--- config.mk ---
export PLATFORM = sky130hd
export DESIGN_NAME = intr_pending_ctrl_flat
export DESIGN_NICKNAME = d
export VERILOG_FILES = /design/src/rtl/intr_pending_ctrl_if.sv /design/src/rtl/intr_pending_ctrl.sv /design/src/flat_wrapper.sv
export SDC_FILE = /design/constraint.sdc
export NUM_CORES = 1
export LEC_CHECK = 0
export BUFFER_PORTS_ARGS = -buffer_cell sky130_fd_sc_hd__buf_2
export CAP_MARGIN = 20
export CORE_UTILIZATION = 29
export CTS_BUF_LIST = sky130_fd_sc_hd__clkbuf_16
export CTS_CLUSTER_SIZE = 12
export DETAILED_ROUTE_END_ITERATION = 6
export PLACE_DENSITY = 0.78
export SYNTH_ARGS = -nofsm -noshare
export SYNTH_HDL_FRONTEND = slang
export SYNTH_SLANG_ARGS = --single-unit
export TNS_END_PERCENT = 10
--- constraint.sdc ---
create_clock -name sync_clk -period 1.4 [get_ports sync_clk]
set_input_delay 0.07 -clock sync_clk [delete_from_list [all_inputs] [get_ports sync_clk]]
set_output_delay 0.07 -clock sync_clk [all_outputs]
set_load 0.05 [all_outputs]
--- src/rtl/intr_pending_ctrl_if.sv ---
// Register access bus for the interrupt pending controller.
// master drives strobes/address/write data, slave returns read data.
interface intr_pending_ctrl_if;
  logic        reg_wen;
  logic        reg_ren;
  logic [1:0]  reg_addr;
  logic [31:0] reg_wdata;
  logic [31:0] reg_rdata;

  modport master (
    output reg_wen,
    output reg_ren,
    output reg_addr,
    output reg_wdata,
    input  reg_rdata
  );

  modport slave (
    input  reg_wen,
    input  reg_ren,
    input  reg_addr,
    input  reg_wdata,
    output reg_rdata
  );
endinterface

--- src/rtl/intr_pending_ctrl.sv ---
// Slow-domain interrupt pending controller: edge detect, W1C pending,
// sticky overflow, enable mask, registered IRQ + lowest-index ID.
// Ports: sync_clk, sync_resetn (sync, active-low), intr_in[WIDTH],
//   bus (regs 0 PENDING,1 MASK,2 OVERFLOW,3 RAW), irq_out, irq_id,
//   irq_id_vld.
module intr_pending_ctrl #(
  parameter int WIDTH = 1
) (
  input  logic                  sync_clk,
  input  logic                  sync_resetn,
  input  logic [WIDTH-1:0]      intr_in,
  intr_pending_ctrl_if.slave    bus,
  output logic                  irq_out,
  output logic [4:0]            irq_id,
  output logic                  irq_id_vld
);

  logic [WIDTH-1:0] intr_d;
  logic [WIDTH-1:0] pending;
  logic [WIDTH-1:0] ovf;
  logic [WIDTH-1:0] mask;
  logic             armed;
  logic [31:0]      rdata;

  logic [WIDTH-1:0] rise;
  logic [WIDTH-1:0] clr;
  logic [WIDTH-1:0] oclr;
  logic [WIDTH-1:0] pend_nxt;
  logic [WIDTH-1:0] ovf_nxt;
  logic [WIDTH-1:0] mask_nxt;
  logic [WIDTH-1:0] act;
  logic [4:0]       id_nxt;
  logic [31:0]      rd_sel;

  logic wr_pend;
  logic wr_mask;
  logic wr_ovf;

  assign wr_pend = bus.reg_wen && (bus.reg_addr == 2'd0);
  assign wr_mask = bus.reg_wen && (bus.reg_addr == 2'd1);
  assign wr_ovf  = bus.reg_wen && (bus.reg_addr == 2'd2);

  assign rise = armed ? (intr_in & ~intr_d) : '0;
  assign clr  = wr_pend ? bus.reg_wdata[WIDTH-1:0] : '0;
  assign oclr = wr_ovf ? bus.reg_wdata[WIDTH-1:0] : '0;

  // Set beats clear; an edge on a still-pending bit is an overflow.
  assign pend_nxt = (pending & ~clr) | rise;
  assign ovf_nxt  = (ovf & ~oclr) | (rise & pending);
  assign mask_nxt = wr_mask ? bus.reg_wdata[WIDTH-1:0] : mask;

  // IRQ outputs are registered from next-state values.
  assign act = pend_nxt & mask_nxt;

  always_comb begin
    id_nxt = '0;
    for (int i = WIDTH - 1; i >= 0; i--) begin
      if (act[i]) id_nxt = 5'(i);
    end
  end

  // Reads see pre-write register contents.
  always_comb begin
    rd_sel = '0;
    unique case (bus.reg_addr)
      2'd0: rd_sel = 32'(pending);
      2'd1: rd_sel = 32'(mask);
      2'd2: rd_sel = 32'(ovf);
      2'd3: rd_sel = 32'(intr_d);
    endcase
  end

  always_ff @(posedge sync_clk) begin
    if (!sync_resetn) begin
      intr_d     <= '0;
      pending    <= '0;
      ovf        <= '0;
      mask       <= '0;
      armed      <= 1'b0;
      rdata      <= '0;
      irq_out    <= 1'b0;
      irq_id     <= '0;
      irq_id_vld <= 1'b0;
    end else begin
      intr_d     <= intr_in;
      pending    <= pend_nxt;
      ovf        <= ovf_nxt;
      mask       <= mask_nxt;
      armed      <= 1'b1;
      irq_out    <= |act;
      irq_id     <= id_nxt;
      irq_id_vld <= |act;
      if (bus.reg_ren) rdata <= rd_sel;
    end
  end

  assign bus.reg_rdata = rdata;

endmodule
--- src/flat_wrapper.sv ---
// flat-port wrapper written by rule: the top's interface ports become plain ports
module intr_pending_ctrl_flat 
#(
  parameter int WIDTH = 1
)
  (sync_clk, sync_resetn, intr_in, irq_out, irq_id, irq_id_vld, bus_reg_wen, bus_reg_ren, bus_reg_addr, bus_reg_wdata, bus_reg_rdata);
  intr_pending_ctrl_if bus_i ();
  input  logic sync_clk;
  input  logic sync_resetn;
  input  logic [WIDTH-1:0] intr_in;
  output logic irq_out;
  output logic [4:0] irq_id;
  output logic irq_id_vld;
  input wire logic [$bits(bus_i.reg_wen)-1:0] bus_reg_wen;
  input wire logic [$bits(bus_i.reg_ren)-1:0] bus_reg_ren;
  input wire logic [$bits(bus_i.reg_addr)-1:0] bus_reg_addr;
  input wire logic [$bits(bus_i.reg_wdata)-1:0] bus_reg_wdata;
  output wire logic [$bits(bus_i.reg_rdata)-1:0] bus_reg_rdata;
  assign bus_i.reg_wen = bus_reg_wen;
  assign bus_i.reg_ren = bus_reg_ren;
  assign bus_i.reg_addr = bus_reg_addr;
  assign bus_i.reg_wdata = bus_reg_wdata;
  assign bus_reg_rdata = bus_i.reg_rdata;
  intr_pending_ctrl #(.WIDTH(WIDTH)) u_core (.sync_clk(sync_clk), .sync_resetn(sync_resetn), .intr_in(intr_in), .bus(bus_i), .irq_out(irq_out), .irq_id(irq_id), .irq_id_vld(irq_id_vld));
endmodule
==> metrics.yaml, run 1 <==
h-tree-depth: 1
syn_area_um2: 551.8
place.gp.congestion: 0.6579
finalCritPeriodShare: 0.7698
ioPinCount: 78
crit_fanout: 3
grt_overflow: 0
seq_area_frac_synth: 0.2540
drive_gt1_frac: 0.1944
finalHoldViolations: 0
n_fill_cell: 202
firstDrtPassIters: 4
cts_tree: "built"
ir_drop_v: 0.0006884
area_delta_synth_final_pct: 2.494
placed_cells: 93
crit_type: "flop to flop"
avgViaCountPerCell: 3.216
dieArea_mm2: 0.002081
worstSkewPairLatency_ns: 0.23
avgSynthCellArea_um2: 9.196
hp-class: "input port to flop"
p_leak_nw: 0.3038
yosys_register_bits: 7
portBuffers: 10
grt_max_degree: 8
n_antenna_cell: 0
final_max_slew_viol_count: 0
postCtsHoldBufs: 0
hold_ws_ns: 0.008711
critPathCapture: "u_core.bus.reg_rdata[0]"
grt_usage: 0.06563
start_util: 0.3128
postCtsSetupRepairBufs: 0
final_cell_count_no_fill: 97
synth_top_area_frac: 0.5034
status: "complete, no violations"
dpl.hpwl_um: 537.1
cts-resized-gates: 0
final_common_cell: "conb_1"
r2r_cells: 3
setup_viol: 0
maxCapViolCount: 0
first_global_vias: 221
fin_crit_ns: 1.078
crit_arrival_ns: 1.20
synthCells: 60
clock_sinks: 7
clock_skew_ns: 0.0009291
num_rows: 15
cts_buffers: 3
clk_path_buf_depth: 2
antenna_found_initial: 0
worst_setup_path_start_kind: "flop"
clk_pin_slew_ns: 0.04
drc: 0
ys_top_cells_by_area: "buf_4 (50%), dfxtp_1 (25%), nor2b_1 (4.5%), mux4_2 (4.1%), mux2i_1 (3.6%)"
clock-root-buffer: "clkbuf_16"
utilization: 0.3206
r2r_start: "u_core.pending"
crit_required_ns: 1.52
dr_total_vias: 312
ys_warn_count: 0
grt_pass1_wl_um: 903
synth_top_area_cell: "buf_4"
r2r_slack_ns: 0.32
fp.dieH_um: 45.62
yosysUniqueCellTypes: 14
routedWlPerCell_um: 6.526
crit_start: "u_core.pending"
r2r_end: "u_core.bus.reg_rdata[0]"
rsz0062_at_grt: "false"
end_kind: "flop"
die_w_um: 45.62
final_cell_mix: "conb_1 (36), buf_2 (10), dfxtp_1 (7)"
coreArea_mm2: 0.001764
nNetsFinal: 112
fmax_mhz: 927.9
setup_tns_ns: 0
first_iter_violations: 2
final_antenna_net_count: 0
wirelength_um: 633
power_density_mw_per_mm2: 1662
[power by group]
part           internal (W)  leakage [nW]  switching, W
clock network      0.000371        0.0423      0.000102
logic             0.0000224         0.204      0.000232
registers          0.000209        0.0574    0.00000387
total              0.000602         0.304      0.000338
[per-stage QoR]
stage | power, W | setup WS (ns) | cell area [um2]
floorplan | 0.0005283 | 0.3723 | 683.2
global placement | 0.0004668 | 0.3382 | 486.7
detailed placement | 0.0004689 | 0.3171 | 486.7
CTS | 0.0009491 | 0.3130 | 565.5
global route | 0.0009734 | 0.2455 | 565.5
finish | 0.0009397 | 0.3223 | 565.5
[critical path: stages (launching register included)]
cell     delay (ns)
dfxtp_1        0.31
mux4_2         0.46
mux2i_1        0.14
nor2b_1        0.06
[area by class of cell]
type | instances | area [um2] | area share
multi-input combinational | 51 | 265.3 | 0.4690
timing repair buffer | 10 | 50.05 | 0.08850
sequential | 7 | 140.1 | 0.2478
clock buffer | 3 | 75.07 | 0.1327
tap | 25 | 31.28 | 0.05531
clock inverter | 1 | 3.754 | 0.006637
[per-layer routing]
metal / part of all wire / track usage
met1: 0.38 / 0.05755
met2: 0.48 / 0.1057
met3: 0.13 / 0.06349
met4: 0.0079 / 0.01818
met5: 0 / 0
[cell families after synthesis]
logic type / Yosys count / share of synthesized area
AO/OA/AOI/OAI: 2 / 0.02267
AND/OR/NAND/NOR: 10 / 0.1361
multiplexers: 3 / 0.07710
flip-flops: 7 / 0.2540
buffers and inverters: 37 / 0.5034
other: 1 / 0.006796
[sequential cells by signal (all words and copies together) (netlist names)]
signal	flops
u_core.ovf	1
u_core.intr_d	1
u_core.pending	1
u_core.armed	1
u_core.irq_out	1
u_core.bus.reg_rdata	1
u_core.mask	1
[cell usage after synthesis]
cell,number
buf_4,37
dfxtp_1,7
nor2b_1,4
mux2i_1,2
a21oi_1,1
a22oi_1,1
and2_1,1
and3b_1,1
conb_1,1
mux4_2,1
nand3b_1,1
nand4b_1,1
nand4bb_1,1
nor3b_1,1
[how the worst min path moves through the flow]
stage / start / endpoint / cells past startpoint
finish: sync_resetn / u_core.armed / 1
global route: sync_resetn / u_core.armed / 1
CTS: sync_resetn / u_core.armed / 1
detailed placement: sync_resetn / u_core.armed / 1
global placement: sync_resetn / u_core.armed / 1
floorplan: sync_resetn / u_core.armed / 0
Note: power is estimated with default switching activity, not from simulation.
==> run 2: changes to the inputs <==
==> constraint.sdc (replaced) <==
create_clock -name sync_clk -period 1.05 [get_ports sync_clk]
set_input_delay 0.0525 -clock sync_clk [delete_from_list [all_inputs] [get_ports sync_clk]]
set_output_delay 0.0525 -clock sync_clk [all_outputs]
set_load 0.05 [all_outputs]
==> metrics.yaml, run 2 (synthesis results as in run 1) <==
drc: 0
hp-class: "input port to flop"
fp.dieH_um: 45.62
nNetsFinal: 114
failed_checks: "setup timing"
h-tree-depth: 1
place.gp.congestion: 0.6623
r2r_cells: 3
maxCapViolCount: 0
r2r_start: "u_core.intr_d"
setup_ws_ns: -0.02216
power_w: 0.001253
worst_setup_path_start_kind: "flop"
num_rows: 15
status: "finished, violations left"
grt_overflow: 0
ir_drop_v: 0.001212
end_kind: "flop"
min_from: "intr_in"
power_density_mw_per_mm2: 2144
crit_required_ns: 1.17
placed_cells: 94
start_util: 0.3128
cts_buffers: 3
firstDrtPassIters: 1
final_cell_mix: "conb_1 (36), buf_2 (10), dfxtp_1 (6)"
antenna_found_initial: 0
first_iter_violations: 0
clock_skew_ns: 0.0001988
ioPinCount: 78
clock-root-buffer: "clkbuf_16"
fmax_mhz: 932.7
finalHoldViolations: 0
crit_fanout: 2
final_common_cell: "conb_1"
cts_tree: "built"
dr_total_vias: 309
hold_end: "u_core.intr_d"
whs_path_depth: 2
finalCritPeriodShare: 1.021
clk_path_buf_depth: 2
wirelength_um: 630
final_cell_count_no_fill: 99
p_leak_nw: 0.3135
grt_usage: 0.06820
coreArea_mm2: 0.001764
r2r_end: "u_core.bus.reg_rdata[0]"
dpl.hpwl_um: 549.8
utilization: 0.3312
portBuffers: 10
grt_max_degree: 8
final_max_slew_viol_count: 0
area_delta_synth_final_pct: 5.896
dieArea_mm2: 0.002081
setup_viol: 1
final_antenna_net_count: 0
clock_sinks: 7
avgViaCountPerCell: 3.121
worstSkewPairLatency_ns: 0.23
rsz0062_at_grt: "true"
first_global_vias: 236
hold_ws_ns: 0.05008
crit_arrival_ns: 1.19
die_w_um: 45.62
clk_pin_slew_ns: 0.03
n_antenna_cell: 0
r2r_slack_ns: -0.02
crit_type: "flop to flop"
drive_gt1_frac: 0.2162
fin_crit_ns: 1.072
routedWlPerCell_um: 6.364
grt_pass1_wl_um: 931
[run 2: cell count changes in the layout (fill, tap and decap cells not counted), sizes merged]
cell	change
buf	+1
dlygate4sd3	+1
[run 2: worst max-delay path by stage]
stage | from | slack, ns | cells after the start | endpoint
4_1_cts | u_core.intr_d | -0.03 | 3 | u_core.bus.reg_rdata[0]
3_5_place_dp | u_core.intr_d | -0.03 | 3 | u_core.bus.reg_rdata[0]
3_3_place_gp | u_core.intr_d | -0.008 | 3 | u_core.bus.reg_rdata[0]
2_1_floorplan | u_core.pending | 0.02 | 3 | u_core.bus.reg_rdata[0]
6_report | u_core.intr_d | -0.02 | 3 | u_core.bus.reg_rdata[0]
5_1_grt | u_core.intr_d | -0.11 | 3 | u_core.bus.reg_rdata[0]
[run 2: worst max-delay path, cell delays in order (launching register included)]
cell and delay [ns]:
dfxtp_2 0.31, mux4_2 0.46, mux2i_1 0.14, nor2b_1 0.05
[run 2: report_power, final]
part	leakage, nW	switching, W	internal, W	total [W]
Clock	0.0423	0.000130	0.000494	0.000624
Combinational	0.213	0.000311	0.0000351	0.000346
Sequential	0.0577	0.00000455	0.000279	0.000283
[run 2: repair_timing]
item / 4_1_cts / 5_1_grt
endpoints found under the hold margin: 1 / 0
hold buffers: 1 / 0
buffers inserted: 0 / 0
setup endpoints to repair: 1 / 1
gates resized for setup: 0 / 1
[run 2: area by class of cell]
cell class              instances  area (um2)
flip-flops and latches          7       141.4
clock buffers                   3       75.07
fillers                       204        1180
well taps                      25       31.28
clock inverters                 1       3.754
repair buffers                 12       67.56
multi-input cells              51       265.3
[run 2: routing by layer]
metal / vias to the layer above / wire length (um) / global-route usage
li1: 149 / - / -
met1: 134 / 262 / 0.06506
met2: 26 / 299 / 0.1086
met3: 0 / 67 / 0.05952
met4: 0 / 0 / 0.01818
met5: - / 0 / 0
[run 2: stage by stage]
stage,setup TNS [ns],cell area [um2],setup slack [ns]
global route,-0.1084,584.3,-0.1084
CTS,-0.03207,583.1,-0.03207
finish,-0.02216,584.3,-0.02216
detailed placement,-0.02730,494.2,-0.02730
global placement,-0.008181,494.2,-0.008181
floorplan,0,683.2,0.02225
==> run 3: changes to the inputs <==
--- a/config.mk
+++ b/config.mk
@@ -7,6 +7,7 @@
 export LEC_CHECK = 0
 export BUFFER_PORTS_ARGS = -buffer_cell sky130_fd_sc_hd__buf_2
 export CAP_MARGIN = 20
+export CORE_ASPECT_RATIO = 0.7
 export CORE_UTILIZATION = 29
 export CTS_BUF_LIST = sky130_fd_sc_hd__clkbuf_16
 export CTS_CLUSTER_SIZE = 12
==> constraint.sdc (replaced) <==
create_clock -name sync_clk -period 1.05 [get_ports sync_clk]
set_input_delay 0.0525 -clock sync_clk [delete_from_list [all_inputs] [get_ports sync_clk]]
set_output_delay 0.0525 -clock sync_clk [all_outputs]
set_load 0.02 [all_outputs]
==> metrics.yaml, run 3 (synthesis results as in run 1) <==
critPathMaxStageDelay_ns: 0.44
cp_cell_sequence: "mux4_2 -> mux2i_1 -> nor2b_1"
n_fill_cell: 175
dpl.hpwl_um: 553.2
clock-root-buffer: "clkbuf_16"
hp-class: "input port to flop"
finalCritPeriodShare: 1.013
hold_end: "u_core.intr_d"
crit_required_ns: 1.16
ir_drop_v: 0.0006065
dr_total_vias: 302
failed_checks: "setup timing"
p_leak_nw: 0.3132
maxCapViolCount: 0
h-tree-depth: 1
finalHoldViolations: 0
routedWlPerCell_um: 6.758
grt_overflow: 0
critical_path.top_delay_family: "multiplexers"
r2r_cells: 3
num_rows: 12
grt_usage: 0.06605
coreArea_mm2: 0.001682
path_buf_inv: 0
crit_type: "flop to flop"
place_ws_ns: -0.02306
die_w_um: 54.14
clk_pin_slew_ns: 0.03
final_cell_count_no_fill: 95
crit_arrival_ns: 1.18
drc: 0
min_from: "intr_in"
start_util: 0.3281
end_kind: "flop"
finalInstanceArea_um2: 578.1
r2r_slack_ns: -0.01
whs_path_depth: 2
final_max_slew_viol_count: 0
rsz0062_at_grt: "true"
power_density_mw_per_mm2: 1863
antenna_found_initial: 0
placed_cells: 90
final_cell_mix: "conb_1 (36), buf_2 (10), dfxtp_1 (7)"
ioPinCount: 78
avgViaCountPerCell: 3.179
first_global_vias: 236
worst_path_max_delay_cell: "mux4_2"
final_antenna_net_count: 0
n_antenna_cell: 0
firstDrtPassIters: 2
dieArea_mm2: 0.002084
clk_path_buf_depth: 2
power_w: 0.001077
place_area_um2: 489.2
r2r_start: "u_core.pending"
fin_crit_ns: 1.064
worstSkewPairLatency_ns: 0.23
status: "finished, violations left"
place.gp.congestion: 0.6983
grt_max_degree: 8
r2r_end: "u_core.bus.reg_rdata[0]"
crit_fanout: 2
first_iter_violations: 2
setup_viol: 1
worst_setup_path_start_kind: "flop"
setup_ws_ns: -0.01410
nNetsFinal: 114
grt_pass1_wl_um: 862
clock_skew_ns: 0.001575
clock_sinks: 7
final_common_cell: "conb_1"
cts_tree: "built"
multi_input_area_um2: 265.3
drive_gt1_frac: 0.2027
area_delta_synth_final_pct: 4.762
cts_buffers: 3
utilization: 0.3438
regArea_um2: 140.1
cp.depth: 3
fp.dieH_um: 38.50
fmax_mhz: 939.8
wirelength_um: 642
portBuffers: 10
[run 3: report_power, final]
group	leakage (nW)	internal [W]	total (W)	switching [W]
Clock	0.0423	0.000493	0.000620	0.000127
Sequential	0.0574	0.000278	0.000283	0.00000420
Combinational	0.213	0.0000351	0.000174	0.000139
[run 3: worst max path at each step]
stage / end / start / slack [ns]
after floorplan: u_core.bus.reg_rdata[0] / u_core.pending / 0.03
after global placement: u_core.bus.reg_rdata[0] / u_core.intr_d / -0.02
after detailed placement: u_core.bus.reg_rdata[0] / u_core.pending / -0.02
after CTS: u_core.bus.reg_rdata[0] / u_core.pending / -0.03
after global routing: u_core.bus.reg_rdata[0] / u_core.intr_d / -0.07
final: u_core.bus.reg_rdata[0] / u_core.pending / -0.01
[run 3: timing repair]
item / in CTS / in global routing
hold endpoints to repair: 1 / 0
setup buffers: 0 / 0
hold buffers: 1 / 0
endpoints found under the setup margin: 1 / 1
resized for setup: 0 / 0
[run 3: layout make-up]
cell class / instances / share of cell area
Clock buffer: 3 / 0.1299
Clock inverter: 1 / 0.006494
Multi-Input combinational cell: 51 / 0.4589
Sequential cell: 7 / 0.2424
Tap cell: 21 / 0.04545
Timing Repair Buffer: 12 / 0.1169
[run 3: metal layers]
metal  track usage  vias up  part of all wire
met4       0.07692        0                 0
met2       0.09756       24              0.54
met3       0.03571        0             0.092
met1       0.06047      128              0.37
li1              -      150                 -
met5             0        -                 0
[run 3: through the flow]
step | hold WS, ns | TNS, ns
final | 0.04562 | -0.01410
after global routing | 0.06667 | -0.07382
after CTS | 0.04279 | -0.02711
after detailed placement | 0.2228 | -0.02306
after global placement | 0.2176 | -0.02145
after floorplan | 0.08022 | 0
